`src/rtl/barrel_pkg.sv`:
```
// Shared definitions for the pipelined barrel shifter: mode encodings and
// the split of the log2(WIDTH) shift levels across pipeline stages.
package barrel_pkg;

  typedef enum logic [1:0] {
    MODE_LOGIC = 2'b00,
    MODE_ARITH = 2'b01,
    MODE_ROT   = 2'b10,
    MODE_RSVD  = 2'b11
  } mode_e;

  // Levels handled by every stage except possibly the last one.
  function automatic int unsigned levels_per_stage(input int unsigned shw,
                                                   input int unsigned stages);
    return (shw + stages - 1) / stages;
  endfunction

  // Lowest shift level owned by stage idx (clamped when stages run out of levels).
  function automatic int unsigned stage_first(input int unsigned shw,
                                              input int unsigned stages,
                                              input int unsigned idx);
    int unsigned f;
    f = idx * levels_per_stage(shw, stages);
    return (f > shw) ? shw : f;
  endfunction

  // Number of levels owned by stage idx; the last stage takes the remainder.
  function automatic int unsigned stage_count(input int unsigned shw,
                                              input int unsigned stages,
                                              input int unsigned idx);
    int unsigned f;
    int unsigned lps;
    f   = stage_first(shw, stages, idx);
    lps = levels_per_stage(shw, stages);
    return ((shw - f) < lps) ? (shw - f) : lps;
  endfunction

endpackage

```
`src/rtl/barrel_stage.sv`:
```
// One pipeline slice of the barrel shifter: shift levels FIRST..FIRST+COUNT-1
// followed by an elastic valid/ready register. BARREL_FLAGS_EN adds carry/zero.
module barrel_stage
  import barrel_pkg::*;
#(
  parameter int unsigned WIDTH = 32,
  parameter int unsigned FIRST = 0,
  parameter int unsigned COUNT = 1,
  localparam int unsigned SHW = $clog2(WIDTH)
) (
  input  logic             clk,
  input  logic             rst,
  input  logic             in_valid,
  output logic             in_ready_c,
  input  logic [WIDTH-1:0] in_data,
  input  logic [SHW-1:0]   in_shift,
  input  logic             in_right,
  input  mode_e            in_mode,
`ifdef BARREL_FLAGS_EN
  input  logic             in_carry,
  output logic             out_carry,
  output logic             out_zero,
`endif
  output logic             out_valid,
  input  logic             out_ready,
  output logic [WIDTH-1:0] out_data,
  output logic [SHW-1:0]   out_shift,
  output logic             out_right,
  output mode_e            out_mode
);

  logic [WIDTH-1:0] nxt_data;
  logic [WIDTH-1:0] fill;
  logic [SHW-1:0]   sh_bits;
  int unsigned      amt;
`ifdef BARREL_FLAGS_EN
  logic [WIDTH-1:0] tap;
  logic             nxt_carry;
`endif

  assign in_ready_c = !out_valid || out_ready;

  // Shift levels owned by this stage; the last bit pushed out becomes the carry.
  always_comb begin
    nxt_data = in_data;
    fill     = '0;
    sh_bits  = '0;
    amt      = 0;
`ifdef BARREL_FLAGS_EN
    tap       = '0;
    nxt_carry = in_carry;
`endif
    for (int j = 0; j < int'(COUNT); j++) begin
      sh_bits = in_shift >> (FIRST + j);
      amt     = 1 << (FIRST + j);
      if (sh_bits[0]) begin
        if (in_mode == MODE_ROT) begin
          nxt_data = in_right ? ((nxt_data >> amt) | (nxt_data << (WIDTH - amt)))
                              : ((nxt_data << amt) | (nxt_data >> (WIDTH - amt)));
        end else if (in_right) begin
`ifdef BARREL_FLAGS_EN
          tap       = nxt_data >> (amt - 1);
          nxt_carry = tap[0];
`endif
          fill     = (in_mode == MODE_ARITH && nxt_data[WIDTH-1]) ? '1 : '0;
          nxt_data = (nxt_data >> amt) | (fill << (WIDTH - amt));
        end else begin
`ifdef BARREL_FLAGS_EN
          tap       = nxt_data >> (WIDTH - amt);
          nxt_carry = tap[0];
`endif
          nxt_data = nxt_data << amt;
        end
      end
    end
  end

  // Elastic register slice; payload only moves with a valid beat.
  always_ff @(posedge clk or posedge rst) begin
    if (rst) begin
      out_valid <= 1'b0;
      out_data  <= '0;
      out_shift <= '0;
      out_right <= 1'b0;
      out_mode  <= MODE_LOGIC;
`ifdef BARREL_FLAGS_EN
      out_carry <= 1'b0;
      out_zero  <= 1'b0;
`endif
    end else if (in_ready_c) begin
      out_valid <= in_valid;
      if (in_valid) begin
        out_data  <= nxt_data;
        out_shift <= in_shift;
        out_right <= in_right;
        out_mode  <= in_mode;
`ifdef BARREL_FLAGS_EN
        out_carry <= nxt_carry;
        out_zero  <= (nxt_data == '0);
`endif
      end
    end
  end

endmodule

```
`src/rtl/barrel_shift_pipe.sv`:
```
// Pipelined logical/arithmetic/rotate barrel shifter with valid/ready flow control.
// Optional macro BARREL_FLAGS_EN adds registered out_zero and out_carry outputs.
module barrel_shift_pipe
  import barrel_pkg::*;
#(
  parameter int unsigned WIDTH  = 32,
  parameter int unsigned STAGES = 2,
  localparam int unsigned SHW   = $clog2(WIDTH)
) (
  input  logic             clk,
  input  logic             rst,
  input  logic             in_valid,
  output logic             in_ready,
  input  logic [WIDTH-1:0] in_data,
  input  logic [SHW-1:0]   in_shift,
  input  logic             in_right,
  input  logic [1:0]       in_mode,
  output logic             out_valid,
  input  logic             out_ready,
  output logic [WIDTH-1:0] out_data
`ifdef BARREL_FLAGS_EN
  ,
  output logic             out_zero,
  output logic             out_carry
`endif
);

  logic             valid_s [STAGES+1];
  logic             ready_s [STAGES+1];
  logic [WIDTH-1:0] data_s  [STAGES+1];
  logic [SHW-1:0]   shift_s [STAGES+1];
  logic             right_s [STAGES+1];
  mode_e            mode_s  [STAGES+1];
`ifdef BARREL_FLAGS_EN
  logic             carry_s [STAGES+1];
  logic             zero_s  [1:STAGES];

  assign carry_s[0] = 1'b0;
  assign out_carry  = carry_s[STAGES];
  assign out_zero   = zero_s[STAGES];
`else
  // Flag pipeline is not built; data path is identical.
`endif

  assign valid_s[0]      = in_valid;
  assign data_s[0]       = in_data;
  assign shift_s[0]      = in_shift;
  assign right_s[0]      = in_right;
  assign mode_s[0]       = mode_e'(in_mode);
  assign ready_s[STAGES] = out_ready;
  assign in_ready        = ready_s[0];
  assign out_valid       = valid_s[STAGES];
  assign out_data        = data_s[STAGES];

  // Stage i owns a contiguous run of levels, lowest levels first.
  for (genvar i = 0; i < int'(STAGES); i++) begin : g_stage
    barrel_stage #(
      .WIDTH (WIDTH),
      .FIRST (stage_first(SHW, STAGES, i)),
      .COUNT (stage_count(SHW, STAGES, i))
    ) u_stage (
      .clk        (clk),
      .rst        (rst),
      .in_valid   (valid_s[i]),
      .in_ready_c (ready_s[i]),
      .in_data    (data_s[i]),
      .in_shift   (shift_s[i]),
      .in_right   (right_s[i]),
      .in_mode    (mode_s[i]),
`ifdef BARREL_FLAGS_EN
      .in_carry   (carry_s[i]),
      .out_carry  (carry_s[i+1]),
      .out_zero   (zero_s[i+1]),
`endif
      .out_valid  (valid_s[i+1]),
      .out_ready  (ready_s[i+1]),
      .out_data   (data_s[i+1]),
      .out_shift  (shift_s[i+1]),
      .out_right  (right_s[i+1]),
      .out_mode   (mode_s[i+1])
    );
  end

endmodule

```
`config.mk`:
```
export PLATFORM = sky130hd
export DESIGN_NAME = barrel_shift_pipe
export DESIGN_NICKNAME = d
export VERILOG_FILES = /design/src/rtl/barrel_pkg.sv /design/src/rtl/barrel_stage.sv /design/src/rtl/barrel_shift_pipe.sv
export SDC_FILE = /design/constraint.sdc
export NUM_CORES = 1
export LEC_CHECK = 0
export CORE_UTILIZATION = 45
export CTS_CLUSTER_DIAMETER = 50
export DETAILED_ROUTE_END_ITERATION = 10
export GPL_TIMING_DRIVEN = 1
export PLACE_DENSITY = 0.67
export SLEW_MARGIN = 10
export SYNTH_ARGS = -nofsm -noshare
export SYNTH_HDL_FRONTEND = slang
export SYNTH_HIERARCHICAL = 1
export SYNTH_SLANG_ARGS = --single-unit
```
`constraint.sdc`:
```
create_clock -name clk -period 2.5 [get_ports clk]
set_input_delay 0.375 -clock clk [delete_from_list [all_inputs] [get_ports clk]]
set_output_delay 0.375 -clock clk [all_outputs]
set_load 0.03 [all_outputs]
```
==> reports/metrics.sh <==
TIMING_MAX_TRANSITION_VIOLATIONS_FINAL=0
CLOCK_LATENCY_NS=0.34
POWER.DENSITY_nW_PER_UM2=704.8
SETUP.WORST_PATH.START='out_ready'
NUMBER_OF_ANTENNA_VIOLATIONS_AT_THE_FIRST_CHECK_IN_GLOBAL_ROUTING=0
FINAL.SETUP.TNS_NS=0
POWER.STATIC_LEAKAGE_nW=2.997
REPORT.POWER.TOTAL_mW=5.286
CTS.REPORTEDPATHS.CLKPINSLEW_NS=0.06
GRT_PASS1_WL_UM=30810
FINISH.NET_COUNT=863
CTSLONGESTPATHBUFFERS=2
SYN_AVG_CELL_AREA_UM2=8.210
ENDPOINT_KIND='primary output'
SETUP_REPAIR_AFTER_GLOBAL_ROUTING_MISSED_ITS_MARGIN='false'
WORST-PATH-MAX-FANOUT=4
SYNTH.CELL_AREA_UM2=6157
DIE_W_UM=119.0
FP.DIEH_UM=119.0
SYN_INST=750
GLOBALROUTETOTALUTIL_PCT=27.60
CTS-ROOT-BUF='clkbuf_16'
FINAL.MIN_CLOCK_PERIOD_NS=2.184
SYN-NUM-NETS=794
ANTENNA-DIODE-COUNT=0
PLACEMENT_ROWS=42
GRT_OVERFLOW_TOTAL=0
NUMBER_OF_HOLD_REPAIR_BUFFERS_ADDED_AT_THE_CTS_STAGE=0
CTSHTREEMAXLEVEL=3
TRITONCTS='done'
MOST_COMMON_LIBRARY_CELL_IN_THE_LAYOUT_IGNORING_FILL_AND_TAPS='nor2_1'
LAYOUT.AREA.SEQ_UM2=1779
NUMCLOCKSINKS=71
PORTS=78
WORST-SLEW-PIN-TRANSITION_NS=0.9185
CRITICAL-PATH-TOP-DELAY-FAMILY='buffers and inverters'
INITIAL_CORE_UTILIZATION_PCT=46.31
CRIT_CHAIN='clkdlybuf4s50_1, nand2b_1, nand2b_1, clkdlybuf4s50_1'
FINAL_CELLS=1000
COUNT_OF_BUFFER_AND_INVERTER_CELLS_ON_THE_CRITICAL_PATH=2
FILLER_CELL_COUNT=1221
POST_CTS.RESIZED_INSTANCES=0
SYNTH-WARNING-COUNT=6
MAX-VDD-IR-DROP_mV=0.3075
POST_ROUTE_SKEW_NS=0.009386
POST-ROUTE-PERIOD-UTIL_PCT=87.35
AREA_GROWTH_PCT=21.80
DRT_ITER0_DRC=654
FINALWEIGHTEDCONGESTION=0.9128
POST-CTS-SETUP-BUFFERS=0
STATUS='finished clean'
WL_PER_CELL_UM=19.32
TIMING.HOLD.WORST.CLASS='in2async'
CRITICAL_PATH_REQUIRED_NS=2.12
FINAL_HOLD_VIOLATION_COUNT=0
POSTROUTEANTENNANETS=0
FLOORPLAN.CORE_AREA_UM2=13300
SLEW_HEADROOM_PCT=38.54
DP.CELLS=984
CRITICAL_PATH.SLOWEST_CELL='clkdlybuf4s50_1'
GRT_PASS1_VIAS=5664
DRV_CAP=0
PLACE_HPWL_UM=14490
MAX_FREQ_MHz=457.9
IO_BUFFER_COUNT=77
STARTPOINT_TYPE_OF_THE_WORST_SETUP_PATH='primary input'
ARRIVAL_TIME_AT_THE_WORST_ENDPOINT_NS=1.81
MULTIINPUTGATEAREA_UM2=3944
SETUP_VIOLATIONS=0
POST_ROUTE_CELLS_DRIVE_ABOVE_1_SHARE_PCT=13.59
GRT_MAX_DEGREE=75
CTS-BUFFERS-INSERTED=9
TIMING.RR.START='g_stage[0].u_stage/out_right'
CRIT_PATH_KIND='in2out'
VIAS=6328
TOTALWIRELENGTH_UM=19320
REMAINING_DRC_ERRORS=0
CRIT_PATH_MAX_INCR_DELAY_NS=0.69
DR.PASS1.ITERS=6
LAYOUT_COMMON_CELLS='nor2_1 (108), clkdlybuf4s50_1 (75), nand2_1 (69), dfrtp_1 (69), a21oi_1 (68)'
DESIGN.DIE.AREA_UM2=14150
ROUTE.DETAILED.VIAS_PER_INST=6.328
-- tightest hold or removal path, stage by stage --
cell	delay, ns
clkdlybuf4s50_1	0.44
inv_1	0.06
buf_4	0.35
-- metal layers --
layer / vias to the layer above / part of all wire [%] / global-route usage, %
met3: 30 / 6.6 / 3.736
met4: 0 / 2.0 / 9.256
li1: 2958 / - / -
met2: 320 / 47 / 43.82
met5: - / 0 / 0
met1: 3020 / 45 / 38.59
-- stage by stage --
stage	utilization (%)	cell area [um2]	worst slack [ns]	hold slack, ns
floorplan	-	6157	0.1921	0.4510
global placement	54.07	7188	0.08743	0.4955
detailed placement	54.07	7188	0.05512	0.5026
CTS	56.41	7500	0.3250	0.4820
global route	56.41	7500	0.2546	0.5070
finish	56.41	7500	0.3164	0.4783
-- power by group --
group | switching (mW) | total (mW) | internal, mW
sequential | 0.293 | 1.72 | 1.43
combinational | 1.25 | 2.23 | 0.978
clock | 0.479 | 1.33 | 0.855
total | 2.02 | 5.29 | 3.26
-- area by class of cell --
cell class	count	share of cell area [%]
well taps	176	2.936
clock inverters	2	0.5005
inverters	7	0.3504
multi-input cells	599	52.59
clock buffers	14	3.654
repair buffers	131	16.25
flip-flops and latches	71	23.72
-- state kept, by name, indices dropped and copies added (netlist names) --
register	flops
g_stage.u_stage/out_shift	2
g_stage.u_stage/out_valid	2
g_stage.u_stage/out_mode	2
g_stage.u_stage/out_data	64
g_stage.u_stage/out_right	1
-- worst paths after layout --
kind / endpoint / slack (ns) / cells past startpoint
worst max-delay path: in_ready / 0.32 / 4
worst min-delay path: g_stage[1].u_stage/out_valid / 0.48 / 3
worst max register to register: g_stage[1].u_stage/out_data[7] / 0.50 / 5
worst min register to register: g_stage[1].u_stage/out_data[10] / 0.51 / 1
max in group asynchronous: g_stage[0].u_stage/out_right / 1.60 / 3
min in group clk: g_stage[1].u_stage/out_data[10] / 0.51 / 1
Note: power is estimated with default switching activity, not from simulation.
